==> config.mk <==
export PLATFORM = sky130hd
export DESIGN_NAME = prog_loader_flat
export DESIGN_NICKNAME = d
export VERILOG_FILES = /design/src/rtl/prog_loader_if.sv /design/src/rtl/prog_loader.sv /design/src/flat_wrapper.sv
export SDC_FILE = /design/constraint.sdc
export NUM_CORES = 1
export LEC_CHECK = 0
export BUFFER_PORTS_ARGS = -buffer_cell sky130_fd_sc_hd__buf_2
export CAP_MARGIN = 20
export CELL_PAD_IN_SITES_DETAIL_PLACEMENT = 0
export CELL_PAD_IN_SITES_GLOBAL_PLACEMENT = 1
export CORE_UTILIZATION = 30
export CTS_BUF_LIST = sky130_fd_sc_hd__clkbuf_4
export DETAILED_ROUTE_END_ITERATION = 10
export PLACE_DENSITY = 0.63
export REMOVE_ABC_BUFFERS = 1
export SYNTH_ARGS = -nofsm -noshare
export SYNTH_HDL_FRONTEND = slang
export SYNTH_SLANG_ARGS = --single-unit
==> constraint.sdc <==
create_clock -name clk -period 3.4 [get_ports clk]
set_clock_uncertainty 0.15 [all_clocks]
set_input_delay 0.17 -clock clk [delete_from_list [all_inputs] [get_ports clk]]
set_output_delay 0.17 -clock clk [all_outputs]
set_load 0.03 [all_outputs]
==> src/rtl/prog_loader_if.sv <==
// ---------------------------------------------------------------------------
// prog_loader_if : byte-stream / instruction-memory bus for prog_loader (rev 1.0)
// ---------------------------------------------------------------------------
`default_nettype none

interface prog_loader_if #(
  parameter int N = 16
);
  logic         start;
  logic [7:0]   in_data;
  logic         in_valid;
  logic         in_ready;
  logic [N-1:0] mem_addr;
  logic [N-1:0] mem_din;
  logic         mem_wen;
  logic         busy;
  logic         done;
  logic         error;
  logic [N-1:0] word_count;

  modport master (
    output start, in_data, in_valid,
    input  in_ready, mem_addr, mem_din, mem_wen, busy, done, error, word_count
  );

  modport slave (
    input  start, in_data, in_valid,
    output in_ready, mem_addr, mem_din, mem_wen, busy, done, error, word_count
  );
endinterface

`default_nettype wire

==> src/rtl/prog_loader.sv <==
// ---------------------------------------------------------------------------
// prog_loader : assembles a big-endian byte stream into instruction words (rev 1.0)
// ---------------------------------------------------------------------------
`default_nettype none

module prog_loader #(
  parameter int N     = 16,
  parameter int BASE  = 0,
  parameter int DEPTH = 4096
) (
  input  logic clk,
  input  logic rst,
  prog_loader_if.slave bus
);

  typedef enum logic [2:0] {
    S_IDLE   = 3'd0,
    S_LEN_HI = 3'd1,
    S_LEN_LO = 3'd2,
    S_DAT_HI = 3'd3,
    S_DAT_LO = 3'd4,
    S_WRITE  = 3'd5,
    S_DONE   = 3'd6,
    S_ERROR  = 3'd7
  } state_e;

  // Widened by one bit so DEPTH = 65536 would still compare correctly.
  localparam logic [16:0]  DEPTH_W = 17'(DEPTH);
  localparam logic [N-1:0] BASE_W  = N'(BASE);

  state_e       state_q, state_d;
  logic [15:0]  len_q, len_d;
  logic [7:0]   hi_q, hi_d;
  logic [N-1:0] addr_q, addr_d;
  logic [N-1:0] wcnt_q, wcnt_d;
  logic [N-1:0] mem_addr_q, mem_addr_d;
  logic [N-1:0] mem_din_q, mem_din_d;
  logic         in_ready_w;
  logic         accept_w;

  assign accept_w = bus.in_valid && in_ready_w;

  always_ff @(posedge clk or posedge rst) begin
    if (rst) begin
      state_q    <= S_IDLE;
      len_q      <= '0;
      hi_q       <= '0;
      addr_q     <= '0;
      wcnt_q     <= '0;
      mem_addr_q <= '0;
      mem_din_q  <= '0;
    end else begin
      state_q    <= state_d;
      len_q      <= len_d;
      hi_q       <= hi_d;
      addr_q     <= addr_d;
      wcnt_q     <= wcnt_d;
      mem_addr_q <= mem_addr_d;
      mem_din_q  <= mem_din_d;
    end
  end

  always_comb begin
    state_d     = state_q;
    len_d       = len_q;
    hi_d        = hi_q;
    addr_d      = addr_q;
    wcnt_d      = wcnt_q;
    mem_addr_d  = mem_addr_q;
    mem_din_d   = mem_din_q;
    in_ready_w  = 1'b0;
    bus.mem_wen = 1'b0;
    bus.busy    = 1'b1;
    bus.done    = 1'b0;
    bus.error   = 1'b0;

    case (state_q)
      S_IDLE, S_DONE, S_ERROR: begin
        bus.busy  = 1'b0;
        bus.done  = (state_q == S_DONE);
        bus.error = (state_q == S_ERROR);
        if (bus.start) begin
          state_d = S_LEN_HI;
          wcnt_d  = '0;
          addr_d  = BASE_W;
        end
      end
      S_LEN_HI: begin
        in_ready_w = 1'b1;
        if (accept_w) begin
          len_d   = {bus.in_data, len_q[7:0]};
          state_d = S_LEN_LO;
        end
      end
      S_LEN_LO: begin
        in_ready_w = 1'b1;
        if (accept_w) begin
          len_d = {len_q[15:8], bus.in_data};
          if (len_d == 16'd0)
            state_d = S_DONE;
          else if ({1'b0, len_d} > DEPTH_W)
            state_d = S_ERROR;
          else
            state_d = S_DAT_HI;
        end
      end
      S_DAT_HI: begin
        in_ready_w = 1'b1;
        if (accept_w) begin
          hi_d    = bus.in_data;
          state_d = S_DAT_LO;
        end
      end
      S_DAT_LO: begin
        in_ready_w = 1'b1;
        if (accept_w) begin
          // Capture the write beat now so mem_addr/mem_din hold outside WRITE.
          mem_din_d  = {hi_q, bus.in_data};
          mem_addr_d = addr_q;
          state_d    = S_WRITE;
        end
      end
      S_WRITE: begin
        bus.mem_wen = 1'b1;
        wcnt_d      = wcnt_q + 1'b1;
        addr_d      = addr_q + 1'b1;
        state_d     = (wcnt_d == len_q) ? S_DONE : S_DAT_HI;
      end
      default: state_d = S_IDLE;
    endcase
  end

  assign bus.in_ready   = in_ready_w;
  assign bus.mem_addr   = mem_addr_q;
  assign bus.mem_din    = mem_din_q;
  assign bus.word_count = wcnt_q;

endmodule

`default_nettype wire

==> src/flat_wrapper.sv <==
// flat-port wrapper written by rule: the top's interface ports become plain ports
module prog_loader_flat 
#(
  parameter int N     = 16,
  parameter int BASE  = 0,
  parameter int DEPTH = 4096
)
  (clk, rst, bus_start, bus_in_data, bus_in_valid, bus_in_ready, bus_mem_addr, bus_mem_din, bus_mem_wen, bus_busy, bus_done, bus_error, bus_word_count);
  prog_loader_if #(.N(N)) bus_i ();
  input  logic clk;
  input  logic rst;
  input wire logic [$bits(bus_i.start)-1:0] bus_start;
  input wire logic [$bits(bus_i.in_data)-1:0] bus_in_data;
  input wire logic [$bits(bus_i.in_valid)-1:0] bus_in_valid;
  output wire logic [$bits(bus_i.in_ready)-1:0] bus_in_ready;
  output wire logic [$bits(bus_i.mem_addr)-1:0] bus_mem_addr;
  output wire logic [$bits(bus_i.mem_din)-1:0] bus_mem_din;
  output wire logic [$bits(bus_i.mem_wen)-1:0] bus_mem_wen;
  output wire logic [$bits(bus_i.busy)-1:0] bus_busy;
  output wire logic [$bits(bus_i.done)-1:0] bus_done;
  output wire logic [$bits(bus_i.error)-1:0] bus_error;
  output wire logic [$bits(bus_i.word_count)-1:0] bus_word_count;
  assign bus_i.start = bus_start;
  assign bus_i.in_data = bus_in_data;
  assign bus_i.in_valid = bus_in_valid;
  assign bus_in_ready = bus_i.in_ready;
  assign bus_mem_addr = bus_i.mem_addr;
  assign bus_mem_din = bus_i.mem_din;
  assign bus_mem_wen = bus_i.mem_wen;
  assign bus_busy = bus_i.busy;
  assign bus_done = bus_i.done;
  assign bus_error = bus_i.error;
  assign bus_word_count = bus_i.word_count;
  prog_loader #(.N(N), .BASE(BASE), .DEPTH(DEPTH)) u_core (.clk(clk), .rst(rst), .bus(bus_i));
endmodule
==> results.md <==
* All-Layer GR Usage at 0.155
* Slew HR at 0.377
* Antenna violations before repair at 1
* Number of remaining DRC errors at 0
* Mapped Area at 4750 µm²
* First-pass GRT wire length at 19400 µm
* Pins Over Slew Limit at 0
* Vias in the first global route at 3602
* R2r endpoint: u_core.state_q[0]$_DFFE_PP0P_
* Cts repair resizes at 0
* Layout cells sized above 1 at 0.315
* H-tree Lvls at 3
* WL per Instance at 16.3 µm
* Vias per inst at 5.06
* Post-route cell area at 5420 µm²
* Pin count of the biggest net entering global routing at 53
* LEAKAGE at 2.40 nW
* Sequential share of the synthesized area at 0.480
* Std-Cell Rows at 45
* Worst Setup Start Kind: register
* Final hold vios at 0
* Clk root buf: clkbuf_4
* Outcome: completed
* CP endpoint kind: output port
* Gr ovfl total at 0
* Critical Path Start: u_core.state_q[2]$_DFFE_PP0P_
* Reg-to-Reg Start: u_core.bus.word_count[0]$_DFFE_PP0P_
* Post-route ant nets at 0
* Core Area at 15300 µm²
* Number of port buffers at 64
* Max VDD drop at 0.402 mV
* First drt pass iteration count at 4
* Cell Pwr Density at 728 nW/µm²
* Peak Freq at 392 MHz
* Final Cycle Share at 0.750
* Final setup viols at 0
* Commonest non-fill, non-tap cells in the layout: 91 x dfrtp_1, 64 x buf_2, 55 x mux2_2
* Number of synthesized register bits at 91
* Largest area contributor in the netlist: dfrtp_1
* DIE AREA at 16300 µm²
* Setup TNS at 0 ps
* Max-Cap Viols at 0
* Initial Util at 0.310
* Slew at the pin with the worst max-slew slack at 926 ps
* Critical path class: register to output port
* RePlAce Congestion at 0.839
* Nets at 514
* Die Ht at 128 µm
* Main synth FF type: dfrtp_1
* Vias at 3625
* Area grow syn2layout at 14.1%
* Clk buf depth at 2
* CTS tree: done
* Fraction of registers with async set/reset at 1.00
* Synthesized area per cell at 10.9 µm²
* Mapped Cells at 434
* Yosys warns at 0
* Post-layout min period at 2550 ps
* Die outline width at 128 µm
* Min-Delay Path Class: input port to async pin
* R2R cell count at 7
* CP arrival at 2230 ps
* Top post-synthesis cells by area: dfrtp_1 48%, mux2_2 13%, o21ai_0 4.1%, nand2_1 3.9%, clkbuf_8 2.6%
* Clk Latency, worst-skew pair at 470 ps
* Critical Path RT at 3080 ps
* Reg clk slew, reported paths at 160 ps
* CP max FO at 17
* EDFF count, synth at 0
* Post-DP Area at 5180 µm²
* Reg-to-reg setup timing slack at 950 ps
* Area share of the leading cell type in the synthesized netlist at 0.480
* RSZ-0062 raised after global routing: no
* I/O Pins at 65
* Commonest non-fill, non-tap cell in the layout: dfrtp_1
* Unique masters post-synth at 66
* # clock sinks at 91
* Detailed Place HPWL at 8120 µm
* WL final at 11700 µm
* Cts bufs inserted at 9
* 1st-iter DRT viols at 149
[flip-flops by register name (all words and copies together), names as in the netlist]
signal and count:
u_core.hi_q 8, u_core.state_q 3, u_core.bus.mem_din 16, u_core.bus.word_count 16
u_core.addr_q 16, u_core.len_q 16, u_core.bus.mem_addr 16
[where the power goes]
part	leakage (nW)	internal (W)	switching (W)
Combinational	1.15	0.000680	0.000974
Sequential	1.18	0.00141	0.000318
Clock	0.0647	0.000156	0.000407
Total	2.40	0.00224	0.00170
[how the worst max path moves through the flow]
stage,to,slack (ps),cells after the start
after floorplan,u_core.bus.mem_din[0]$_DFFE_PP0P_,170,3
after global placement,u_core.state_q[0]$_DFFE_PP0P_,970,7
after detailed placement,u_core.state_q[0]$_DFFE_PP0P_,960,7
after CTS,bus_mem_wen,790,5
after global routing,bus_mem_wen,670,5
final,bus_mem_wen,850,5
[logic make-up after synthesis]
logic type               after synthesis  synth area share
AO/OA/AOI/OAI                         88             0.115
XOR/XNOR                              22            0.0406
adder cells (fa/ha/maj)                2           0.00527
buffers and inverters                 32            0.0490
flip-flops                            91             0.480
multiplexers                          57             0.135
AND/OR/NAND/NOR                      142             0.175
[synthesized netlist by cell type (all sizes together) (8+ instances only)]
cell and instances:
nor2 14, nand2 49, clkbuf 15, mux2 55
buf 10, xor2 11, nor4 10, a21oi 10
o31ai 8, nor3 8, dfrtp 91, xnor2 11
o21ai 40, nand4 8, nand3 22
[worst max-delay path, stage by stage, from the launching register on]
cell and delay, ps:
dfrtp_1 610, inv_1 190, or2_2 380, clkinv_1 70
buf_4 260, buf_2 250
[through the flow]
| stage | hold slack [ps] | util | setup WS, ps | total power [W] | cells |
|---|---|---|---|---|---|
| 3_3_place_gp | 158 | 0.338 | 966 | 0.00339 | 689 |
| 6_report | 175 | 0.354 | 851 | 0.00394 | 717 |
| 4_1_cts | 176 | 0.353 | 790 | 0.00400 | 716 |
| 3_5_place_dp | 170 | 0.338 | 956 | 0.00341 | 689 |
| 2_1_floorplan | 137 | - | 174 | 0.00288 | 409 |
| 5_1_grt | 200 | 0.354 | 667 | 0.00422 | 717 |
[layer usage]
layer / GRT usage / vias up / share of wire
met3: 0.0330 / 17 / 0.064
li1: - / 1720 / -
met4: 0.0637 / 0 / 0.020
met5: 0 / - / 0
met2: 0.228 / 102 / 0.44
met1: 0.221 / 1786 / 0.48
[cell type report]
| cell class | count | area [µm²] |
|---|---|---|
| Fill cell | 1584 | 9900 |
| Sequential cell | 91 | 2280 |
| Multi-Input combinational cell | 311 | 2240 |
| Timing Repair Buffer | 80 | 480 |
| Tap cell | 211 | 264 |
| Clock buffer | 9 | 67.6 |
| Clock inverter | 7 | 51.3 |
| Inverter | 7 | 27.5 |
| Antenna cell | 1 | 2.50 |
[timing repair]
action	CTS	global route
setup buffers	0	0
endpoints found under the hold margin	75	0
hold buffers	11	0
setup endpoints to repair	0	0
Power figures use the tool's default switching activity.
